==> src/rtl/sg90_pwm_multi.sv <==
// Multi-channel hobby-servo PWM generator.
// All channels share one prescaler/frame timebase. Requested widths are clamped
// into the safe servo range on write and only become active at a frame boundary,
// optionally rate-limited by a per-frame slew step.
module sg90_pwm_multi #(
    parameter int CLK_HZ      = 50_000_000,
    parameter int CH          = 4,
    parameter int TICK_US     = 10,
    parameter int FRAME_TICKS = 2000,
    parameter int MIN_TICKS   = 50,
    parameter int MAX_TICKS   = 250,
    parameter int RESET_TICKS = 150,
    parameter int SLEW_TICKS  = 0,
    parameter int PW_W        = 11
) (
    input  logic            clk,
    input  logic            rst_n,
    input  logic            wr_en,
    input  logic [3:0]      wr_ch,
    input  logic [PW_W-1:0] wr_width,
    input  logic [CH-1:0]   ch_en,
    output logic [CH-1:0]   pwm,
    output logic [CH-1:0]   settled,
    output logic            frame_start
);

    localparam int PRESC = CLK_HZ / 1_000_000 * TICK_US;
    localparam int PS_W  = (PRESC > 1) ? $clog2(PRESC) : 1;

    localparam logic [PS_W-1:0] PS_LAST = PS_W'(PRESC - 1);
    localparam logic [PS_W-1:0] PS_ONE  = PS_W'(1);
    localparam logic [PW_W-1:0] F_LAST  = PW_W'(FRAME_TICKS - 1);
    localparam logic [PW_W-1:0] F_ONE   = PW_W'(1);
    localparam logic [PW_W-1:0] MIN_W   = PW_W'(MIN_TICKS);
    localparam logic [PW_W-1:0] MAX_W   = PW_W'(MAX_TICKS);
    localparam logic [PW_W-1:0] RST_W   = PW_W'(RESET_TICKS);
    localparam logic [PW_W-1:0] SLEW_W  = PW_W'(SLEW_TICKS);

    logic [PS_W-1:0] presc_q;
    logic [PW_W-1:0] frame_q;
    logic [PW_W-1:0] frame_nxt;
    logic            tick;
    logic            boundary;
    logic [PW_W-1:0] wr_clamped;
    logic [CH-1:0]   en_q;
    logic [CH-1:0]   en_nxt;
    logic [PW_W-1:0] target_q   [CH];
    logic [PW_W-1:0] active_q   [CH];
    logic [PW_W-1:0] active_nxt [CH];

    // Move a width toward its target by at most SLEW_W; differences are taken
    // in the direction that cannot underflow.
    function automatic logic [PW_W-1:0] step_toward(input logic [PW_W-1:0] a,
                                                    input logic [PW_W-1:0] t);
        logic [PW_W-1:0] diff;
        if (SLEW_TICKS == 0) begin
            return t;
        end
        if (t > a) begin
            diff = t - a;
            return a + ((diff > SLEW_W) ? SLEW_W : diff);
        end
        diff = a - t;
        return a - ((diff > SLEW_W) ? SLEW_W : diff);
    endfunction

    // Timebase decode: tick ends each prescaler period, boundary ends each frame.
    always_comb begin
        tick      = (presc_q == PS_LAST);
        boundary  = tick && (frame_q == F_LAST);
        frame_nxt = frame_q;
        if (tick) begin
            frame_nxt = (frame_q == F_LAST) ? '0 : frame_q + F_ONE;
        end
    end

    // Clamp incoming widths into the servo-safe range.
    always_comb begin
        wr_clamped = wr_width;
        if (wr_width < MIN_W) begin
            wr_clamped = MIN_W;
        end else if (wr_width > MAX_W) begin
            wr_clamped = MAX_W;
        end
    end

    // Next active width and enable: only change at the frame boundary, using the
    // target as it stood before any write in the same cycle.
    always_comb begin
        en_nxt = boundary ? ch_en : en_q;
        for (int i = 0; i < CH; i++) begin
            active_nxt[i] = boundary ? step_toward(active_q[i], target_q[i]) : active_q[i];
        end
    end

    // A channel is settled once its active width has caught up with the target.
    always_comb begin
        settled = '0;
        for (int i = 0; i < CH; i++) begin
            settled[i] = (active_q[i] == target_q[i]);
        end
    end

    // Prescaler, frame counter and the registered frame_start flag.
    always_ff @(posedge clk or negedge rst_n) begin
        if (!rst_n) begin
            presc_q     <= '0;
            frame_q     <= '0;
            frame_start <= 1'b0;
        end else begin
            presc_q     <= tick ? '0 : presc_q + PS_ONE;
            frame_q     <= frame_nxt;
            frame_start <= boundary;
        end
    end

    // Per-channel width registers and outputs. pwm is computed from next-state
    // values so the pulse rises together with the first cycle of the frame.
    always_ff @(posedge clk or negedge rst_n) begin
        if (!rst_n) begin
            en_q <= '0;
            pwm  <= '0;
            for (int i = 0; i < CH; i++) begin
                target_q[i] <= RST_W;
                active_q[i] <= RST_W;
            end
        end else begin
            en_q <= en_nxt;
            for (int i = 0; i < CH; i++) begin
                active_q[i] <= active_nxt[i];
                if (wr_en && (wr_ch == 4'(i))) begin
                    target_q[i] <= wr_clamped;
                end
                pwm[i] <= en_nxt[i] && (frame_nxt < active_nxt[i]);
            end
        end
    end

endmodule
==> config.mk <==
export PLATFORM = sky130hd
export DESIGN_NAME = sg90_pwm_multi
export DESIGN_NICKNAME = d
export VERILOG_FILES = /design/src/rtl/sg90_pwm_multi.sv
export SDC_FILE = /design/constraint.sdc
export NUM_CORES = 1
export LEC_CHECK = 0
export BUFFER_PORTS_ARGS = -buffer_cell sky130_fd_sc_hd__buf_2
export CAP_MARGIN = 20
export CORE_UTILIZATION = 50
export DETAILED_ROUTE_END_ITERATION = 6
export GPL_ROUTABILITY_DRIVEN = 0
export GPL_TIMING_DRIVEN = 0
export HOLD_SLACK_MARGIN = 0.15
export PLACE_DENSITY = 0.77
export SYNTH_ARGS = -nofsm -noshare
export SYNTH_HDL_FRONTEND = slang
export SYNTH_SLANG_ARGS = --single-unit
export TNS_END_PERCENT = 50
==> constraint.sdc <==
create_clock -name clk -period 3.3 [get_ports clk]
set_input_delay 0.66 -clock clk [delete_from_list [all_inputs] [get_ports clk]]
set_output_delay 0.66 -clock clk [all_outputs]
set_load 0.005 [all_outputs]
# ---- Word-level counts from Yosys, hierarchy flattened
# Cells that the tools add are included.
dict set report classes {
  add_sub_neg 2
  order_cmp 6
  n_eq_ne 9
  n_mux 10
  reduce_logical 10
}
# op n
set ops {}
lappend ops {{2-to-1 mux 11 bit} 8}
lappend ops {{== test 11 bit} 4}
lappend ops {{less-than comparator 11 bit} 4}
lappend ops {{adder 11 x 1 -> 11 bit (second input constant)} 1}
lappend ops {{== test 11 bit (second input constant)} 1}
lappend ops {{> comparator 11 x 8 -> 1 bit (second input constant)} 1}
lappend ops {{less-than comparator 11 x 6 -> 1 bit (second input constant)} 1}
lappend ops {{adder 9 x 1 -> 9 bit (second input constant)} 1}
lappend ops {{== test 9 bit (second input constant)} 1}
lappend ops {{logical AND 1 bit} 9}
lappend ops {{2-to-1 mux 9 bit} 1}
lappend ops {{== test 4 x 2 -> 1 bit (second input constant)} 2}
lappend ops {{== test 4 x 1 -> 1 bit (second input constant)} 1}
lappend ops {{zero test 4 bit} 1}
lappend ops {{2-to-1 mux 4 bit} 1}
dict set report totals {
  ff_bits 117
  output_inout_bits 9
}

# ---- Longest topological paths before layout
dict set report depth {
  ltp_word 5
  ltp_mapped 15
  ltp_nobuf 13
}

# ---- Least setup slack after synthesis
# No wires, ideal clock.
dict set report synth_path {
  path_type {register to register}
  start {reg presc_q[0]}
  end {reg pwm[3]}
  setup_time_ps 120
  arrival_time_ps 2789
  setup_slack_ps 391
  stages_incl_launch_ff 13
  path_buffers 1
  path_cell_list {dfrtp_1 > ha_1 > and4bb_2 > nand2b_1 > clkbuf_1 > a2111oi_0 > o22ai_1 > ha_1 > nand4_1 > nor2_1 > nand3_1 > a2111o_1 > and3_1}
}
# element line_no
set synth_lines {}
lappend synth_lines {{from (decl)} 39} ;# logic [PS_W-1:0] presc_q;
lappend synth_lines {{from (signal assigned)} 111} ;# presc_q <= tick ? '0 : presc_q + PS_ONE;
lappend synth_lines {{== test 9 bit} 69} ;# tick = (presc_q == PS_LAST);
lappend synth_lines {{2-to-1 mux 11 bit} 72} ;# if (tick) begin
lappend synth_lines {{net frame_nxt[10]} 41} ;# logic [PW_W-1:0] frame_nxt;
lappend synth_lines {{less-than comparator 11 bit} 134} ;# pwm[i] <= en_nxt[i] && (frame_nxt < active_nxt[i]);
lappend synth_lines {{logical AND 1 bit} 134}
lappend synth_lines {{to (signal, indexed assignment)} 134}
lappend synth_lines {{to (decl)} 22} ;# output logic [CH-1:0] pwm,
# The timed path passes the listed nets, and every way through them passes these cells.
# A chain may end at the register's enable or synchronous reset.

# ---- Worst setup path in the final report
dict set report layout_path {
  start {reg presc_q[0]}
  end {reg pwm[1]}
}
# Same word-level chain as after synthesis.

==> flow_metrics.py <==
metrics = {
    "run_status": {
        "status": "complete, no violations",
    },
    "routing": {
        "wl_met1_um": 6340,
        "met2_length_um": 7350,
        "drtIter0Drc": 242,
        "top_layer": "met4",
        "routedWlPerCell_um": 18.7,
        "drc_errors": 0,
        "drtAntennaViolNets": 0,
        "wl_met3_um": 842,
        "firstDrtPassIters": 5,
        "vias": 4527,
        "vias_per_cell": 5.73,
        "postRouteWirelength_um": 14800,
    },
    "finish": {
        "antenna_cells": 0,
        "drive_gt1_frac": 0.327,
        "nNetsFinal": 694,
        "design_area_um2": 7500,
        "fin_util": 0.625,
        "instances_no_fill": 790,
        "syn2layout_area_growth_pct": 21.5,
    },
    "setup_path": {
        "worstPathRequired_ps": 3590,
        "cp.arrival_ps": 3550,
        "cp-end-kind": "register",
        "worst-path-max-fanout": 7,
        "critPathLaunchType": "register",
        "crit_type": "register to register",
    },
    "timing": {
        "setup_viol_count_final": 0,
        "period_needed_ps": 3260,
        "hold_slack_ps": 207,
        "maxClockFrequency_mhz": 307,
        "fin_crit_sh": 0.987,
        "fin_skew_ps": 6.06,
        "slew_headroom": 0.485,
        "finalHoldViolations": 0,
        "worst_slew_pin_slew_ps": 770,
        "slew_viol_final": 0,
    },
    "synth": {
        "synth_most_common_cell": "dfrtp_1",
        "synth_top_family_by_area": "simple AND/OR/NAND/NOR gates",
        "synthArstFlopShare": 1.00,
        "synth_edf_count": 0,
        "synth_top_cell_by_area": "dfrtp_1",
        "synth_area_um2": 6180,
        "synthDistinctLibCells": 49,
        "synth_compound_area_frac": 0.0875,
        "synthesis.nets": 627,
        "synthTopCellsByCount": "dfrtp_1 (85), xnor2_1 (50), ha_1 (42)",
        "yosys_warnings": 0,
        "synth-xor-area-share": 0.0737,
        "yosys-top-cells-area": "dfrtp_1 (34%), dfstp_2 (14%), ha_1 (8.5%), xnor2_1 (7.1%), mux2i_2 (5.8%)",
        "yosysSeqAreaShare": 0.481,
        "synth-simple-area-share": 0.127,
        "synth_top_area_share": 0.344,
        "synth_cells": 563,
        "synthAdderAreaFrac": 0.0851,
        "synth-main-ff-cell": "dfrtp_1",
        "syn_avg_cell_area_um2": 11.0,
        "synth_mux_area_frac": 0.103,
        "ys_seq_elements": 117,
    },
    "global_routing": {
        "grt.total_usage": 0.242,
        "grt-ovfl-total": 0,
        "grt_pass1_vias": 4545,
        "grt_start_max_net_pins": 42,
        "grt_pass1_wl_um": 22900,
        "antenna_found_initial": 0,
    },
    "clocking": {
        "clock_sinks": 117,
        "htree_levels": 4,
        "root_buffer": "clkbuf_16",
        "ctsLongestPathBuffers": 2,
        "path_clk_slew_ps": 50,
        "hold_buffers": 0,
        "cts_made_buffers": 17,
        "cts_tree": "yes",
        "worstSkewPairLatency_ps": 420,
    },
    "place": {
        "place_hpwl_um": 10300,
        "numPortBuffers": 30,
        "post_dp_cell_area_um2": 6560,
        "dpl.cell_count": 743,
    },
    "min_path": {
        "min-delay-path-class": "primary input to async pin",
    },
    "power": {
        "p_per_area_nw_per_um2": 463,
        "ir_drop_v": 0.000445,
        "p_leak_nw": 3.63,
    },
    "die": {
        "dieArea_um2": 12800,
        "die_h_um": 113,
        "pin_count": 31,
        "die_w_um": 113,
        "start_util": 0.514,
        "core_um2": 12000,
        "rows": 40,
    },
    "job": {
        "drv_cap": 0,
    },
}
## cells by family (layout without fill, tap and decap cells)
logic type,Yosys count,after routing
xor+xnor,52,52
fa+ha+maj,42,42
compound gates,89,89
flops,117,117
mux,52,52
simple gates,151,151
buf+inv,60,140
## report_power, final
part | leakage, nW | internal, mW | total, mW | switching [mW]
logic | 1.92 | 0.103 | 0.213 | 0.110
registers | 1.46 | 1.53 | 1.61 | 0.0798
clock network | 0.249 | 1.01 | 1.65 | 0.633
total | 3.63 | 2.65 | 3.47 | 0.823
## registers in the layout, summed over array words and instances (netlist names)
name / flops
frame_q: 11
frame_start: 1
pwm: 4
active_q: 44
target_q: 44
en_q: 4
presc_q: 9
## critical path, cell delays in order (launching register included)
cell and delay (ps):
dfrtp_1 410, ha_4 170, and4bb_2 310, nor2b_2 190, buf_6 140, nand2_2 80
inv_2 110, buf_12 110, o21ai_0 80, a22o_2 310, buf_12 150, ha_1 290
a21o_1 170, a21oi_1 150, o21ai_0 120, a311oi_1 330
## metal layers
| layer | vias to the layer above | GRT usage |
|---|---|---|
| met5 | - | 0 |
| li1 | 2115 | - |
| met1 | 2232 | 0.310 |
| met4 | 0 | 0.0868 |
| met3 | 24 | 0.0546 |
| met2 | 156 | 0.402 |
## placed cells by master (no fill, tap or decap), types with 3 or more instances in the layout
cell / synthesis / routed
and2_1: 5 / 5
nand3_1: 15 / 15
ha_4: 0 / 3
and3_1: 3 / 3
mux2i_1: 17 / 16
a31oi_1: 4 / 4
a2111oi_2: 0 / 3
buf_2: 2 / 30
mux2_2: 8 / 8
a21o_1: 12 / 12
buf_4: 1 / 16
dfstp_2: 32 / 32
buf_12: 0 / 7
nor2b_1: 12 / 11
o21ai_0: 23 / 21
nand4_1: 21 / 21
mux2i_2: 26 / 21
clkbuf_16: 0 / 17
clkinvlp_4: 0 / 4
nor3_1: 10 / 9
clkbuf_1: 6 / 9
ha_1: 42 / 39
inv_2: 27 / 27
inv_1: 19 / 19
xnor2_1: 50 / 48
or3_1: 3 / 3
dfrtp_1: 85 / 85
nor2_1: 37 / 33
a21oi_1: 33 / 33
clkbuf_8: 0 / 3
nand2_1: 32 / 32
mux2i_4: 0 / 6
## stage by stage
stage / power [mW] / TNS (ps) / setup WS [ps]
floorplan: 1.75 / 0 / 391
global placement: 1.82 / -1110 / -297
detailed placement: 1.84 / -1600 / -431
CTS: 3.48 / -151 / -94.9
global route: 3.58 / -219 / -74.2
finish: 3.47 / 0 / 42.7
## final timing paths
path | start | endpoint | slack (ps) | depth (start not counted)
worst max-delay path | presc_q[0]$_DFF_PN0_ | pwm[1]$_DFF_PN0_ | 40 | 15
worst min-delay path | rst_n | active_q[9]$_DFF_PN0_ | 210 | 1
worst max register to register | presc_q[0]$_DFF_PN0_ | pwm[1]$_DFF_PN0_ | 40 | 15
worst min register to register | presc_q[8]$_DFF_PN0_ | presc_q[8]$_DFF_PN0_ | 490 | 1
max in group asynchronous | rst_n | target_q[26]$_DFFE_PN1P_ | 2170 | 3
min in group clk | ch_en[1] | en_q[1]$_DFF_PN0_ | 490 | 3
## final cells by class
| type | count | area [um2] |
|---|---|---|
| Fill cell | 907 | 4510 |
| Multi-Input combinational cell | 386 | 3170 |
| Sequential cell | 117 | 2970 |
| Clock buffer | 25 | 485 |
| Timing Repair Buffer | 48 | 338 |
| Tap cell | 147 | 184 |
| Inverter | 46 | 173 |
| Buffer | 14 | 141 |
| Clock inverter | 7 | 48.8 |
## what timing repair did
action                     CTS  global route
pin swaps                    2             9
gates resized for setup     14            43
setup endpoints to repair    4             4
buffers inserted             2            13
hold endpoints to repair     0             0
No activity file was read; power rests on OpenSTA's default activity.
